==> config.mk <==
export PLATFORM = sky130hd
export DESIGN_NAME = layered_rgb_mux
export DESIGN_NICKNAME = d
export VERILOG_FILES = /design/src/rtl/layered_rgb_mux.sv
export SDC_FILE = /design/constraint.sdc
export NUM_CORES = 1
export LEC_CHECK = 0
export CAP_MARGIN = 20
export CORE_UTILIZATION = 40
export CTS_BUF_LIST = sky130_fd_sc_hd__clkbuf_8
export DETAILED_ROUTE_END_ITERATION = 8
export PLACE_DENSITY = 0.79
export SYNTH_ARGS = -nofsm -noshare
export SYNTH_HDL_FRONTEND = slang
export SYNTH_SLANG_ARGS = --single-unit
==> constraint.sdc <==
create_clock -name clk -period 2.96 [get_ports clk]
set_input_delay 0.592 -clock clk [delete_from_list [all_inputs] [get_ports clk]]
set_output_delay 0.592 -clock clk [all_outputs]
set_load 0.01 [all_outputs]
==> src/rtl/layered_rgb_mux.sv <==
// Two-stage pixel compositor: prioritised sprite layers with colour key, blink and enable,
// plus an overriding overlay, a background fallback and per-frame layer-overlap flags.
module layered_rgb_mux #(
  parameter int                 NUM_LAYERS   = 16,
  parameter int                 RGB_W        = 8,
  parameter logic [RGB_W-1:0]   TRANSPARENT  = 8'hDB,
  parameter int                 BLINK_FRAMES = 30
) (
  input  logic                                 clk,
  input  logic                                 resetN,
  input  logic                                 startOfFrame,
  input  logic [NUM_LAYERS-1:0]                layerDR,
  input  logic [NUM_LAYERS*RGB_W-1:0]          layerRGB,
  input  logic [NUM_LAYERS-1:0]                layerEnable,
  input  logic [NUM_LAYERS-1:0]                keyEnable,
  input  logic [NUM_LAYERS-1:0]                blinkEnable,
  input  logic                                 overlayDR,
  input  logic [RGB_W-1:0]                     overlayRGB,
  input  logic [RGB_W-1:0]                     backGroundRGB,
  output logic [RGB_W-1:0]                     RGBOut,
  output logic [$clog2(NUM_LAYERS+2)-1:0]      winnerIdx,
  output logic                                 winnerValid,
  output logic [NUM_LAYERS-1:0]                overlapMaskPrev
);

  localparam int IDX_W = $clog2(NUM_LAYERS+2);
  localparam int CNT_W = (BLINK_FRAMES > 1) ? $clog2(BLINK_FRAMES) : 1;
  localparam logic [CNT_W-1:0] CNT_LAST = CNT_W'(BLINK_FRAMES-1);

  logic [CNT_W-1:0]            frame_cnt_reg;
  logic                        blink_phase_reg;
  logic [NUM_LAYERS-1:0]       eff;
  logic [NUM_LAYERS-1:0]       eff1_reg;
  logic [NUM_LAYERS*RGB_W-1:0] rgb1_reg;
  logic                        ovl_dr1_reg;
  logic [RGB_W-1:0]            ovl_rgb1_reg;
  logic [RGB_W-1:0]            bg1_reg;
  logic [NUM_LAYERS-1:0]       accum_reg;
  logic [NUM_LAYERS-1:0]       contrib;
  logic                        multi_hit;
  logic [RGB_W-1:0]            win_rgb_next;
  logic [IDX_W-1:0]            win_idx_next;
  logic                        win_valid_next;

  genvar gi;
  generate
    for (gi = 0; gi < NUM_LAYERS; gi++) begin : g_eff
      assign eff[gi] = layerDR[gi] & layerEnable[gi]
                     & ~(keyEnable[gi] & (layerRGB[gi*RGB_W +: RGB_W] == TRANSPARENT))
                     & ~(blinkEnable[gi] & blink_phase_reg);
    end
  endgenerate

  // Clearing the lowest set bit leaves something only when two or more layers hit.
  assign multi_hit = |(eff1_reg & (eff1_reg - NUM_LAYERS'(1)));
  assign contrib   = multi_hit ? eff1_reg : '0;

  // Walk from the lowest priority up so the lowest index is written last and wins.
  always_comb begin
    win_rgb_next   = bg1_reg;
    win_idx_next   = IDX_W'(NUM_LAYERS);
    win_valid_next = 1'b0;
    for (int i = NUM_LAYERS - 1; i >= 0; i--) begin
      if (eff1_reg[i]) begin
        win_rgb_next   = rgb1_reg[i*RGB_W +: RGB_W];
        win_idx_next   = IDX_W'(i);
        win_valid_next = 1'b1;
      end
    end
    if (ovl_dr1_reg) begin
      win_rgb_next   = ovl_rgb1_reg;
      win_idx_next   = IDX_W'(NUM_LAYERS + 1);
      win_valid_next = 1'b1;
    end
  end

  always_ff @(posedge clk or negedge resetN) begin
    if (!resetN) begin
      frame_cnt_reg   <= '0;
      blink_phase_reg <= 1'b0;
    end else if (startOfFrame) begin
      if (frame_cnt_reg == CNT_LAST) begin
        frame_cnt_reg   <= '0;
        blink_phase_reg <= ~blink_phase_reg;
      end else begin
        frame_cnt_reg   <= frame_cnt_reg + CNT_W'(1);
      end
    end
  end

  always_ff @(posedge clk or negedge resetN) begin
    if (!resetN) begin
      eff1_reg     <= '0;
      rgb1_reg     <= '0;
      ovl_dr1_reg  <= 1'b0;
      ovl_rgb1_reg <= '0;
      bg1_reg      <= '0;
      RGBOut       <= '0;
      winnerIdx    <= '0;
      winnerValid  <= 1'b0;
    end else begin
      eff1_reg     <= eff;
      rgb1_reg     <= layerRGB;
      ovl_dr1_reg  <= overlayDR;
      ovl_rgb1_reg <= overlayRGB;
      bg1_reg      <= backGroundRGB;
      RGBOut       <= win_rgb_next;
      winnerIdx    <= win_idx_next;
      winnerValid  <= win_valid_next;
    end
  end

  // The startOfFrame cycle's own contribution opens the new frame's accumulation.
  always_ff @(posedge clk or negedge resetN) begin
    if (!resetN) begin
      accum_reg       <= '0;
      overlapMaskPrev <= '0;
    end else if (startOfFrame) begin
      overlapMaskPrev <= accum_reg;
      accum_reg       <= contrib;
    end else begin
      accum_reg       <= accum_reg | contrib;
    end
  end

endmodule

==> run metrics, run 1 <==
Reg-to-Reg Start eff1_reg[0]$_DFF_PN0_; busiest grt layer met2; Starting Density between 40% and 50%; fraction of registers with async set/reset 100.0%; post-synthesis area per instance around 13 µm²; GRT Total Usage 21.99%; Final Skew ~14 ps; #FFs+latches synth ~210; CORE AREA 0.01959 mm²; hold_ws 508.0 ps; CTS root buf clkbuf_8; Worst EP arrival 3000 ps; TritonCTS clock tree yes; first-pass GRT wire length around 34000 µm; critical path cell sequence or4_4 > nand3b_4 > o41ai_4 > o2111ai_1 > or3_1 > a22o_1; maxcap violations 0; max reg flops approximately 130; antenna cells 0; share of layout cells above drive strength 1 11.37%; DP HPWL roughly 17000 µm; setup repair bufs after CTS 0; vias in the first global route slightly above 6000; top_reg_cell synth dfrtp_1; Synth Instances approximately 630; Max VDD drop around 310 µV; boundary pin count ~240; hold path start overlapMaskPrev[13]$_DFFE_PN0P_; cell area after synthesis just over 0.008 mm²; Syn. warnings 0; die area around 0.021 mm²; initial drt markers approximately 440; CTS buffer count 35; crit-path max cell delay around 570 ps; Yosys top cell by area dfrtp_1; initial antenna violation count 0; register-to-register setup slack between 300 and 400 ps; Slew @ Worst Pin roughly 740 ps; pin count of the biggest net entering global routing 82; most area-consuming cells after synthesis dfrtp_1 (66%), mux2_2 (3.5%), nand2_1 (3.0%); Critical Path RT about 3400 ps; met2 Usage GRT between 30% and 40%; FILL cells 1600; Chip Height ~140 µm; Reg2Reg Depth 6; FP Rows 51; H-tree depth 2; RSZ-0062 raised after global routing false; final worst path period share 88.29%; WL/cell around 18 µm; top cell type's share of synthesized area between 60 and 70%; Layout area overhead 43.51%; Critical Path Slowest Stage Cell or4_4; TritonCTS Sinks ~210; Layout Nets around 1100; CP startpoint kind flip-flop; chip width about 140 µm; Final min period 2613 ps; vias per std cell ~5.2; Hold Crit Depth 1; final setup fails 0; HP Class flip-flop to flip-flop; Hold Vio Cnt, Final 0; met3 Use GR ~4.8%; Pwr per Cell Area ~650 mW/mm²; status complete, no violations; crit path max fanout 15; syn nets 843; Port Buffers 241; final wirelength 21720 µm; Max Clk Rate ~380 MHz; Pre-antenna DRT Iters 5; routability cong. 0.8630; Slew Limit Fails 0; Detail Route Antenna Nets 0; worst r2r dst accum_reg[14]$_DFF_PN0_; EDFF count, synth 0; post-synthesis sequential area ratio roughly two thirds; distinct cell type count after synthesis 50; Worst-path clk slew 60 ps; routed via count 6116; WS Path Type flip-flop to flip-flop; Worst slew margin roughly half; drt drc 0; Leak a little under 5 nW; Hold Path End overlapMaskPrev[13]$_DFFE_PN0P_; clk buf depth 3; met1 usage 29.10%; GRT overflow 0; crit end category flip-flop; final setup TNS 0 ps; worst skew pair latency approximately 510 ps
## worst max-delay path, delay by kind of cell (launching register included)
kind / cells / cell delay, ps
simple gates: 3 / 1370
compound gates: 3 / 750
flops: 1 / 370
## synthesized netlist by cell type (3+ instances only)
| library cell | n |
|---|---|
| a211oi_1 | 18 |
| a21oi_1 | 24 |
| a221o_1 | 15 |
| a221oi_1 | 16 |
| a22o_1 | 15 |
| a22oi_1 | 7 |
| buf_6 | 3 |
| clkbuf_1 | 32 |
| dfrtp_1 | 213 |
| inv_1 | 7 |
| mux2_2 | 25 |
| mux2i_1 | 8 |
| nand2_1 | 65 |
| nand2b_1 | 8 |
| nand4b_1 | 16 |
| nor2_1 | 19 |
| nor2b_1 | 19 |
| nor3_1 | 13 |
| nor4_1 | 20 |
| o211ai_1 | 7 |
| o21ai_0 | 27 |
| o31a_1 | 7 |
| o31ai_1 | 7 |
| or3_1 | 4 |
## layout by cell type, fill, tap and decap left out, types with 2 or more instances in the layout
cell type,n
clkdlybuf4s50_1,240
dfrtp_1,213
nand2_1,65
clkbuf_8,48
o21ai_0,27
mux2_2,25
a21oi_1,24
nor4_1,20
nor2_1,19
nor2b_1,19
a211oi_1,18
a221oi_1,16
nand4b_1,16
a221o_1,15
a22o_1,15
buf_4,15
inv_1,14
nor3_1,13
mux2i_1,8
nand2b_1,8
o31a_1,7
o211ai_1,7
o31ai_1,7
a22oi_1,7
clkinv_2,7
or3_1,4
clkinv_1,2
a21o_1,2
o2bb2ai_1,2
o21bai_1,2
o22ai_1,2
maj3_1,2
o2111ai_1,2
ha_1,2
buf_12,2
## metal layers
layer	up-vias	wire length, µm
li1	2856	-
met1	2970	9242
met2	255	10470
met3	35	1510
met4	0	496
met5	-	0
## what timing repair did
item | in CTS | in global routing
gates resized for setup | 0 | 0
hold buffers | 1 | 0
setup endpoints to repair | 0 | 0
hold endpoints to repair | 27 | 0
## final cells by class
class	count	area [µm²]	share of cell area, %
Clock buffer	47	646.9	5.606
Clock inverter	16	98.84	0.8566
Inverter	10	37.54	0.3253
Multi-Input combinational cell	370	2515	21.80
Sequential cell	213	5330	46.19
Tap cell	265	331.6	2.874
Timing Repair Buffer	259	2579	22.35
## power by group
group / internal [W] / switching (W) / total [W] / leakage (nW)
Combinational: 0.000761 / 0.000640 / 0.00140 / 1.88
Sequential: 0.00320 / 0.000223 / 0.00342 / 2.53
Clock: 0.00151 / 0.00113 / 0.00264 / 0.417
Total: 0.00547 / 0.00199 / 0.00746 / 4.83
## metrics by stage
stage	std cells	cell area, µm²	setup WS, ps	util (%)	total power [W]
5_1_grt	1180	11540	198.2	58.90	0.007819
4_1_cts	1180	11540	352.5	58.90	0.007535
3_5_place_dp	1116	10780	370.1	55.04	0.004879
2_1_floorplan	629	8040	449.6	-	0.004043
3_3_place_gp	1116	10780	430.7	55.04	0.004839
6_report	1180	11540	346.6	58.90	0.007464
## logic make-up after synthesis
group                    share of synthesized area [%]
AO/OA/AOI/OAI                                    14.75
XOR/XNOR                                        0.1090
adder cells (fa/ha/maj)                         0.5602
buffers and inverters                            2.428
flip-flops                                       66.29
multiplexers                                     4.497
AND/OR/NAND/NOR                                  11.36
## how the worst max path moves through the flow
stage	cells past startpoint	start	slack, ps	end
global placement	6	eff1_reg[0]$_DFF_PN0_	430	accum_reg[1]$_DFF_PN0_
finish	6	eff1_reg[0]$_DFF_PN0_	350	accum_reg[14]$_DFF_PN0_
global route	6	eff1_reg[0]$_DFF_PN0_	200	accum_reg[3]$_DFF_PN0_
detailed placement	6	eff1_reg[0]$_DFF_PN0_	370	accum_reg[14]$_DFF_PN0_
CTS	6	eff1_reg[0]$_DFF_PN0_	350	accum_reg[14]$_DFF_PN0_
floorplan	9	eff1_reg[3]$_DFF_PN0_	450	accum_reg[5]$_DFF_PN0_
Power figures use the tool's default switching activity.
==> run 2: changes to the inputs <==
--- a/config.mk
+++ b/config.mk
@@ -6,10 +6,10 @@
 export NUM_CORES = 1
 export LEC_CHECK = 0
 export CAP_MARGIN = 20
-export CORE_UTILIZATION = 40
+export CORE_UTILIZATION = 35
 export CTS_BUF_LIST = sky130_fd_sc_hd__clkbuf_8
 export DETAILED_ROUTE_END_ITERATION = 8
-export PLACE_DENSITY = 0.79
+export PLACE_DENSITY = 0.71
 export SYNTH_ARGS = -nofsm -noshare
 export SYNTH_HDL_FRONTEND = slang
 export SYNTH_SLANG_ARGS = --single-unit
==> run metrics, run 2 (synthesis results as in run 1) <==
Final min period approximately 2600 ps; RSZ-0062 raised after global routing false; CTS buffer count 35; Pwr per Cell Area 638.6 mW/mm²; Final Skew 26.42 ps; GRT overflow 0; Chip Height about 150 µm; CTS root buf clkbuf_8; Leak a little under 5 nW; Layout area overhead 43.23%; Layout Nets between 1000 and 1500; max reg flops roughly 130; Max Clk Rate between 300 and 400 MHz; vias in the first global route between 5000 and 6000; Worst slew margin approximately two fifths; post_cts resized 0; Hold Vio Cnt, Final 0; DP HPWL around 17000 µm; Detail Route Antenna Nets 0; crit path max fanout 15; routed via count roughly 6000; drt drc 0; Slew Limit Fails 0; most frequent cells in the layout clkdlybuf4s50_1 (240), dfrtp_1 (213), nand2_1 (65); clk buf depth 3; Worst EP arrival 2980 ps; antenna cells 0; Starting Density a little over a third; TritonCTS Sinks between 200 and 250; Slew @ Worst Pin ~930 ps; most common cell after layout, fill and taps aside clkdlybuf4s50_1; H-tree depth 2; initial drt markers roughly 370; CTS Hold Bufs 0; final worst path period share between 80% and 90%; vias per std cell 4.982; routability cong. roughly 0.87; maxcap violations 0; worst skew pair latency a little over 500 ps; Max VDD drop 271.1 µV; WS Path Type flip-flop to flip-flop; setup repair bufs after CTS 0; WL/cell approximately 18 µm; GRT Total Usage around a fifth; pin count of the biggest net entering global routing 75; CORE AREA 0.02257 mm²; Critical Path RT approximately 3300 ps; chip width about 150 µm; boundary pin count 242; Worst-path clk slew roughly 60 ps; initial antenna violation count 0; die area between 0.02 and 0.025 mm²; FP Rows 55; final setup fails 0; final wirelength around 22000 µm; HP Class input port to asynchronous set/reset pin; share of layout cells above drive strength 1 10.87%; CP startpoint kind flip-flop; Port Buffers between 200 and 250; first-pass GRT wire length about 34000 µm; final setup TNS 0 ps; TritonCTS clock tree yes; crit end category flip-flop; final core utilization 51.02%; status complete, no violations; Pre-antenna DRT Iters 4
-- run 2: cell types whose count changed in the layout (fill, tap and decap cells not counted), sizes merged --
cell and delta:
inv +2, buf -1, dlygate4sd3 -1, clkinv -2
clkbuf -2
-- run 2: area by class of cell --
| cell class | count | area (µm²) |
|---|---|---|
| repair buffers | 257 | 2561 |
| inverters | 10 | 37.54 |
| clock inverters | 16 | 96.34 |
| well taps | 285 | 356.6 |
| clock buffers | 45 | 619.3 |
| fillers | 1990 | 11060 |
| multi-input cells | 370 | 2515 |
| flip-flops and latches | 213 | 5330 |
-- run 2: where the power goes --
part           switching (W)  total (W)  internal [W]
Combinational       0.000626    0.00138      0.000752
Clock                0.00109    0.00254       0.00145
Sequential          0.000233    0.00343       0.00320
-- run 2: layer usage --
metal,share of wire (%),global-route usage [%]
met1,45,26.53
met5,0,0
met3,5.5,3.946
met2,47,29.18
met4,1.9,5.571
-- run 2: metrics by stage --
step	hold slack, ps	instances	setup WS [ps]	total power [W]	cell area, µm²
2_1_floorplan	296.4	629	449.6	0.004043	8040
3_3_place_gp	492.8	1135	434.9	0.004844	10800
4_1_cts	88.99	1196	339.4	0.007439	11520
5_1_grt	102.4	1196	226.2	0.007718	11520
6_report	84.79	1196	351.5	0.007354	11520
3_5_place_dp	495.5	1135	381.8	0.004873	10800
-- run 2: critical path, stage by stage (launching register included) --
cell and delay [ps]:
dfrtp_1 380, or4_4 570, nand3b_4 240, o41ai_4 330
o2111ai_1 140, or3_1 550, a22o_1 270
-- run 2: final timing paths --
path / from / to / slack (ps) / cells past startpoint
setup / recovery: eff1_reg[0]$_DFF_PN0_ / accum_reg[13]$_DFF_PN0_ / 350 / 6
hold / removal: resetN / rgb1_reg[90]$_DFF_PN0_ / 80 / 1
min in group clk: overlapMaskPrev[2]$_DFFE_PN0P_ / overlapMaskPrev[2]$_DFFE_PN0P_ / 510 / 1
hold reg to reg: overlapMaskPrev[2]$_DFFE_PN0P_ / overlapMaskPrev[2]$_DFFE_PN0P_ / 510 / 1
setup reg to reg: eff1_reg[0]$_DFF_PN0_ / accum_reg[13]$_DFF_PN0_ / 350 / 6
max in group asynchronous: resetN / overlapMaskPrev[10]$_DFFE_PN0P_ / 2060 / 2
==> run 3: changes to the inputs <==
--- a/config.mk
+++ b/config.mk
@@ -5,10 +5,10 @@
 export SDC_FILE = /design/constraint.sdc
 export NUM_CORES = 1
 export LEC_CHECK = 0
-export CAP_MARGIN = 20
 export CORE_UTILIZATION = 35
 export CTS_BUF_LIST = sky130_fd_sc_hd__clkbuf_8
 export DETAILED_ROUTE_END_ITERATION = 8
+export GPL_TIMING_DRIVEN = 1
 export PLACE_DENSITY = 0.71
 export SYNTH_ARGS = -nofsm -noshare
 export SYNTH_HDL_FRONTEND = slang
==> results of run 3 <==
Final layout, timing and power as in run 2 (identical DEF).
